## config.mk

```make
export PLATFORM = sky130hd
export DESIGN_NAME = load_store_unit
export DESIGN_NICKNAME = d
export VERILOG_FILES = /design/src/rtl/load_store_unit.sv
export SDC_FILE = /design/constraint.sdc
export NUM_CORES = 1
export LEC_CHECK = 0
export CAP_MARGIN = 20
export CORE_UTILIZATION = 50
export CTS_CLUSTER_DIAMETER = 120
export DETAILED_ROUTE_END_ITERATION = 7
export HOLD_SLACK_MARGIN = 0.15
export PLACE_DENSITY = 0.87
export SYNTH_ARGS = -nofsm -noshare
export SYNTH_HDL_FRONTEND = slang
export SYNTH_SLANG_ARGS = --single-unit
```

## constraint.sdc

```tcl
create_clock -name clk -period 7.1 [get_ports clk]
set_clock_uncertainty 0.15 [all_clocks]
set_input_delay 2.13 -clock clk [delete_from_list [all_inputs] [get_ports clk]]
set_output_delay 2.13 -clock clk [all_outputs]
set_load 0.005 [all_outputs]
```

## src/rtl/load_store_unit.sv

```systemverilog
// rtl/load_store_unit.sv - MEM-stage load/store initiator with word-split misaligned access
module load_store_unit #(
   parameter bit ALLOW_MISALIGNED = 1'b1
) (
   input  logic        clk,
   input  logic        reset,
   input  logic        req_valid,
   output logic        req_ready,
   input  logic        req_we,
   input  logic [2:0]  req_funct3,
   input  logic [31:0] req_addr,
   input  logic [31:0] req_wdata,
   output logic        resp_valid,
   output logic [31:0] resp_rdata,
   output logic        resp_fault,
   output logic [31:0] mem_addr,
   output logic [31:0] mem_wdata,
   output logic        mem_read_en,
   output logic        mem_write_en,
   output logic [3:0]  mem_byte_enable,
   input  logic [31:0] mem_rdata
);

   typedef enum logic [1:0] {IDLE, ACC0, ACC1} state_t;

   state_t      state, state_next;
   logic        r_we;
   logic [2:0]  r_funct3;
   logic [31:0] r_addr, r_wdata, lo_buf;

   function automatic logic [2:0] size_of(input logic [2:0] f3);
      case (f3[1:0])
         2'b00:   return 3'd1;
         2'b01:   return 3'd2;
         default: return 3'd4;
      endcase
   endfunction

   // Fault decode works on the incoming request so a fault never leaves IDLE.
   logic [2:0] req_size;
   logic       req_illegal, req_misaligned, req_fault, accept, fault_accept;
   assign req_size       = size_of(req_funct3);
   assign req_illegal    = req_we ? (req_funct3 > 3'b010)
                                  : (req_funct3 == 3'b011 || req_funct3[2:1] == 2'b11);
   assign req_misaligned = !ALLOW_MISALIGNED &&
                           ((req_size == 3'd2 && req_addr[0]) ||
                            (req_size == 3'd4 && req_addr[1:0] != 2'b00));
   assign req_fault      = req_illegal || req_misaligned;
   assign req_ready      = (state == IDLE) && !reset;
   assign accept         = req_valid && req_ready;
   assign fault_accept   = accept && req_fault;

   logic [2:0]  size;
   logic [1:0]  off;
   logic        crosses, finish_access;
   logic [7:0]  lane_mask;
   logic [63:0] lane_data;
   logic [31:0] hi_word, lo_word, window, load_result;

   assign size          = size_of(r_funct3);
   assign off           = r_addr[1:0];
   assign crosses       = ({2'b00, off} + {1'b0, size}) > 4'd4;
   assign lane_mask     = ((8'd1 << size) - 8'd1) << off;
   assign lane_data     = {32'b0, r_wdata} << {off, 3'b000};
   assign finish_access = (state == ACC0 && !crosses) || (state == ACC1);

   // In ACC1 the first word sits in lo_buf and the live read is the upper word.
   assign hi_word = (state == ACC1) ? mem_rdata : 32'b0;
   assign lo_word = (state == ACC1) ? lo_buf : mem_rdata;
   assign window  = 32'({hi_word, lo_word} >> {off, 3'b000});

   always_comb begin
      load_result = window;
      if (size == 3'd1)
         load_result = r_funct3[2] ? {24'b0, window[7:0]} : {{24{window[7]}}, window[7:0]};
      else if (size == 3'd2)
         load_result = r_funct3[2] ? {16'b0, window[15:0]} : {{16{window[15]}}, window[15:0]};
   end

   always_ff @(posedge clk) begin
      if (accept) begin
         r_we     <= req_we;
         r_funct3 <= req_funct3;
         r_addr   <= req_addr;
         r_wdata  <= req_wdata;
      end
   end

   always_ff @(posedge clk) begin
      if (reset) begin
         state      <= IDLE;
         resp_valid <= 1'b0;
         resp_rdata <= 32'b0;
         resp_fault <= 1'b0;
         lo_buf     <= 32'b0;
      end else begin
         state      <= state_next;
         resp_valid <= fault_accept || finish_access;
         if (state == ACC0)
            lo_buf <= mem_rdata;
         if (fault_accept) begin
            resp_fault <= 1'b1;
            resp_rdata <= 32'b0;
         end else if (finish_access) begin
            resp_fault <= 1'b0;
            resp_rdata <= r_we ? 32'b0 : load_result;
         end
      end
   end

   always_comb begin
      state_next      = state;
      mem_addr        = 32'b0;
      mem_wdata       = 32'b0;
      mem_read_en     = 1'b0;
      mem_write_en    = 1'b0;
      mem_byte_enable = 4'b0000;
      case (state)
         IDLE: begin
            if (accept && !req_fault)
               state_next = ACC0;
         end
         ACC0: begin
            mem_addr = {r_addr[31:2], 2'b00};
            if (r_we) begin
               mem_write_en    = 1'b1;
               mem_byte_enable = lane_mask[3:0];
               mem_wdata       = lane_data[31:0];
            end else begin
               mem_read_en     = 1'b1;
               mem_byte_enable = 4'b1111;
            end
            state_next = crosses ? ACC1 : IDLE;
         end
         ACC1: begin
            mem_addr = {r_addr[31:2] + 30'd1, 2'b00};
            if (r_we) begin
               mem_write_en    = 1'b1;
               mem_byte_enable = lane_mask[7:4];
               mem_wdata       = lane_data[63:32];
            end else begin
               mem_read_en     = 1'b1;
               mem_byte_enable = 4'b1111;
            end
            state_next = IDLE;
         end
         default: state_next = IDLE;
      endcase
      // Nothing may reach memory while reset is held, whatever state is registered.
      if (reset) begin
         mem_addr        = 32'b0;
         mem_wdata       = 32'b0;
         mem_read_en     = 1'b0;
         mem_write_en    = 1'b0;
         mem_byte_enable = 4'b0000;
      end
   end

endmodule

```

# --- Yosys cells after proc, flatten, opt, wreduce, memory -nomap -nowiden ---
# Index checks and enable logic that the tools add are counted.
totals:
  regBits: 136
  out_inout_bits: 105
  elab_cells: 72
classes:
  magnitude_cmp: 2
  shift: 4
  n_reduce_logical: 16
  n_mux: 30
  n_addsub: 3
  n_eq_ne: 8
op_table:
  columns: ["operator", "n"]
  rows:
  - ["two-way mux 32 bit", 11]
  - ["case mux 32 bit (2 select lines)", 2]
  - ["<< shifter 32 x 5 -> 64 bit", 1]
  - [">> shifter 64 x 5 -> 32 bit", 1]
  - ["adder 30 x 1 -> 30 bit, second input constant", 1]
  - ["two-way mux 4 bit", 3]
  - ["two-way mux 1 bit", 9]
  - ["case mux 4 bit (2 select lines)", 1]
  - ["<< shifter 1 x 3 -> 8 bit, first input constant", 1]
  - ["<< shifter 8 x 2 -> 8 bit", 1]
  - ["subtractor 8 x 1 -> 8 bit, second input constant", 1]
  - ["== test 3 x 2 -> 1 bit, second input constant", 2]
  - ["case mux 3 bit (2 select lines)", 1]
  - ["logical AND 1 bit", 5]
  - ["adder 2 x 3 -> 4 bit", 1]
  - ["== test 2 x 1 -> 1 bit, second input constant", 2]
  - ["== test 2 bit, second input constant", 2]
  - ["> comparator 4 x 3 -> 1 bit, second input constant", 1]
  - ["zero test 2 bit", 2]
  - ["two-way mux 2 bit", 2]
  - ["case mux 2 bit (2 select lines)", 1]
  - ["OR reduction 2 bit", 2]
  - ["== test 3 x 1 -> 1 bit, second input constant", 1]
  - ["> comparator 3 x 2 -> 1 bit, second input constant", 1]
  - ["4 further kinds", 8]

# --- Longest topological paths before layout ---
# Gate-level depths: netlist of the first run.
logic_depth:
  depth_word: 9
  mapped_depth: 13
  mapped_depth_nobuf: 8

# --- Least setup slack after synthesis of the first run ---
# OpenSTA, ideal clock, no wires.
synth_timing:
  path_kind: "in2out"
  startpoint: "input port reset"
  endpoint: "output port mem_addr[29]"
  arrival_ns: 3.063
  required_ns: 4.820
  path_slack_ns: 1.757
  cell_stages: 5
  cell_sequence: "nand2b_1 -> clkbuf_1 -> nor2_1 -> o21ai_0 -> a31oi_1"
synth_via:
  elab_chain_cells: 1
synth_lines:
  columns: ["item", "line_no", "source"]
  rows:
  - ["start: declaration", "6", "input logic reset,"]
  - ["two-way mux 32 bit", "150", "if (reset) begin"]
  - ["end: declaration", "16", "output logic [31:0] mem_addr,"]
# No other way between the ends.

# --- Worst setup path in the final report of the first run ---
layout_timing:
  startpoint: "input port reset"
  endpoint: "output port mem_wdata[24]"
layout_via:
  elab_chain_cells: 1
layout_lines:
  columns: ["item", "line_no", "source"]
  rows:
  - ["two-way mux 32 bit", "150", null]
  - ["end: declaration", "17", "output logic [31:0] mem_wdata,"]
# No other way between the ends.

==> summary.md, run 1 <==
| Metric | Value |
|---|---|
| Max IR drop VDD | `approximately 0.00017 V` |
| Pre-antenna DRT Iters | `7` |
| Placed instance count | `1,212` |
| Port bufs | `between 200 and 250` |
| Cts bufs inserted | `17` |
| RSZ-0062 raised after global routing | `false` |
| Final Hold Fails | `0` |
| Global route overflow | `0` |
| Post-route setup slack | `~0.53 ns` |
| Post-route insts no fill | `approximately 1.2k` |
| Vias per cell | `between 6 and 7` |
| Routed WL | `about 25 mm` |
| Gr usage total | `29.4%` |
| Final TNS setup | `0 ns` |
| Maximum fanout along the worst path | `8` |
| Yosys reg bits | `about 140` |
| Final setup fails | `0` |
| Slew HR | `between 20% and 30%` |
| Setup slack at placement | `roughly 0.6 ns` |
| Async S/R FF share, synth | `0%` |
| Hold slack | `around 0.30 ns` |
| PwrDens | `slightly below 200 nW/um^2` |
| Slowest stage delay, CP | `~0.56 ns` |
| Register area | `3400 sq um` |
| Post-Route M1 WL | `between 9 and 10 mm` |
| Post-synth EDFFs | `68` |
| Global-route wire length before repair | `37.9 mm` |
| Area Growth Syn to Fin | `33.2%` |
| Worst-Margin Slew | `about 1.1 ns` |
| Crit path required time | `roughly 4.8 ns` |
| Max stage delay cell, worst path | `clkdlybuf4s50_1` |
| DP HPWL | `roughly 17 mm` |
| Vias in the first global route | `between 7k and 8k` |
| Resized cells post-CTS | `0` |
| Clock slew at reported path FFs | `about 0.06 ns` |
| Clock Sinks | `136` |
| Crit. End Element | `output pin` |
| Setup CP Type | `in -> out` |
| Period minus WS final | `about 6.6 ns` |
| Die footprint | `around 17,000 sq um` |
| FMAX | `between 0.15 and 0.2 GHz` |
| Clock root buffer | `clkbuf_16` |
| Worst hold path class | `reg -> reg` |
| Slew Viols, Final | `0` |
| Area of the multi-input gates | `between 4000 and 5000 sq um` |
| Post-Syn Area | `8210 sq um` |
| Register area share after synthesis | `about two fifths` |
| Netlist cell types | `65` |
| DR DRC count | `0` |
| Ant diodes | `0` |
| Synth top area cells | `edfxtp_1 (25%), dfxtp_1 (17%), mux2i_1 (8.3%)` |
| # hold bufs at CTS | `0` |
| Crit path launch type | `primary input` |
| Post-synth top area cell | `edfxtp_1` |
| Placer Congestion | `between 0.9 and 1` |
| Postcts setup bufs | `0` |
| DR WL met3 | `2.46 mm` |
| # fillers | `1,204` |
| Nets | `between 1k and 1.5k` |
| P_leak | `3.68 nW` |
| Initial drt markers | `roughly 770` |
| Post-synth top flop | `edfxtp_1` |
| Synth top area share | `approximately 25%` |
| Starting density of the core | `about half` |
| Largest net degree at the start of global routing | `between 50 and 60` |
| Vias | `about 7.7k` |
| Post-route ant nets | `0` |
| Total number of H-tree levels | `4` |
| Row count | `between 40 and 50` |
| Skew-Pair Late Insertion Delay | `about 0.43 ns` |
| Core footprint | `~16,000 sq um` |
| Layout cells sized above 1 | `about 11%` |
| Gate Count Post-Synth | `about 850` |
| Chip height | `130 um` |
| # IOs | `roughly 210` |
| Chip width | `about 130 um` |
| Max Buffers Root-to-Sink | `2` |
| Metal2 WL | `~12 mm` |
| Outcome | `finished clean` |
| Crit share post-route | `92.5%` |
| YS warnings | `0` |
| Syn_area_per_cell | `between 9 and 10 sq um` |
| CP Data Arrival Time | `about 4.3 ns` |
| Top routing layer used | `met4` |
| Initial antenna violation count | `0` |
| CTS tree | `built` |
| Cell-by-cell trace of the critical path | `clkdlybuf4s50_1 -> nor2b_1 -> nand2_1 -> inv_1 -> nand2_1 -> a211oi_1 -> clkdlybuf4s50_1` |
| Routed len/inst | `approximately 20 um` |
| MaxCap Viol Count | `0` |
[power by group]
group | total (W) | internal (W) | switching (W)
Clock | 0.000881 | 0.000523 | 0.000358
Combinational | 0.000339 | 0.000163 | 0.000177
Sequential | 0.000896 | 0.000866 | 0.0000304
Total | 0.00212 | 0.00155 | 0.000565
[through the flow]
stage                     utilization (%)  total power [W]  cell area (sq um)
after floorplan                         -          0.00110               8210
after global placement               64.6          0.00123              10300
after detailed placement             64.6          0.00124              10300
after CTS                            68.3          0.00211              10900
after global routing                 68.6          0.00218              10900
final                                68.6          0.00212              10900
[state kept, by name, indices dropped and copies added, names as in the netlist]
name        flops
r_funct3        3
resp_valid      1
r_addr         32
r_we            1
state           2
r_wdata        32
lo_buf         32
resp_rdata     32
resp_fault      1
[logic make-up (layout without fill, tap and decap cells)]
kind of cell / count (synthesis) / count (layout) / synth area share (%)
muxes: 115 / 115 / 17.9
xor gates and xnor gates: 2 / 2 / 0.213
AOI/OAI and AO/OA: 223 / 223 / 18.8
other: 1 / 2 / 0.0457
buffers and inverters: 84 / 265 / 5.02
DFF: 136 / 136 / 41.5
and+or+nand+nor: 281 / 281 / 15.6
adders and majority gates: 6 / 6 / 0.915
[worst max-delay path, delay by kind of cell]
kind | cells | cell delay, ns
and+or+nand+nor | 3 | 0.67
buffers and inverters | 3 | 1.15
AOI/OAI and AO/OA | 1 | 0.34
[cell type report]
type,count,share of cell area [%]
Inverter,13,0.446
Timing Repair Buffer,220,20.1
Tap cell,216,2.47
Clock inverter,10,0.687
Clock buffer,22,4.74
Sequential cell,136,31.1
Multi-Input combinational cell,629,40.4
[layer usage]
metal,GRT usage [%],vias up
met1,36.5,3670
met5,0,-
met4,13.7,0
met3,7.22,60
li1,-,3556
met2,48.2,463
[Yosys cell counts, types with 8 or more instances]
cell and number:
a22oi_1 21, a31oi_1 16, inv_1 12, a21oi_1 66
a211oi_1 10, clkbuf_1 27, nor3_1 12, mux4_2 23
o21ai_0 37, nand4_1 8, a311oi_1 10, mux2i_1 68
nand3_1 47, a22o_1 8, dfxtp_1 68, buf_2 23
mux2_2 24, nor2_1 88, edfxtp_1 68, nand2_1 87
buf_4 8, buf_1 8
[path summary, 6_finish.rpt]
path | from | endpoint | slack (ns) | cells past startpoint
setup / recovery | reset | mem_wdata[24] | 0.53 | 7
hold / removal | resp_rdata[12] | resp_rdata[12] | 0.30 | 2
setup reg to reg | r_addr[0] | resp_rdata[15] | 3.45 | 8
hold reg to reg | resp_rdata[12] | resp_rdata[12] | 0.30 | 2
[placed cells by master (no fill, tap or decap), drive strengths merged, types with 3 or more instances in the layout]
cell and instances:
nor3 14, a21o 6, nand3b 4, a211oi 10, a31oi 18, edfxtp 68, o21ai 38, a22o 8
clkdlybuf4s50 205, o41ai 9, nor2b 3, inv 19, a21oi 66, o211ai 7, and2 7, a22oi 21
nand2b 7, a41oi 5, a31o 4, dfxtp 68, clkinv 3, mux4 23, o221ai 7, clkbuf 22
buf 15, nand4 8, nor2 88, nand2 87, and3 6, a311oi 10, mux2i 68, nand3 47
and4 4, mux2 24, ha 6
Power figures use the tool's default switching activity.
==> inputs of run 2 (changes only) <==
Settings changed: SKIP_CTS_REPAIR_TIMING from default to 1.
==> results of run 2 <==
Same layout as run 1: the final DEF is identical, and so are final timing and power.
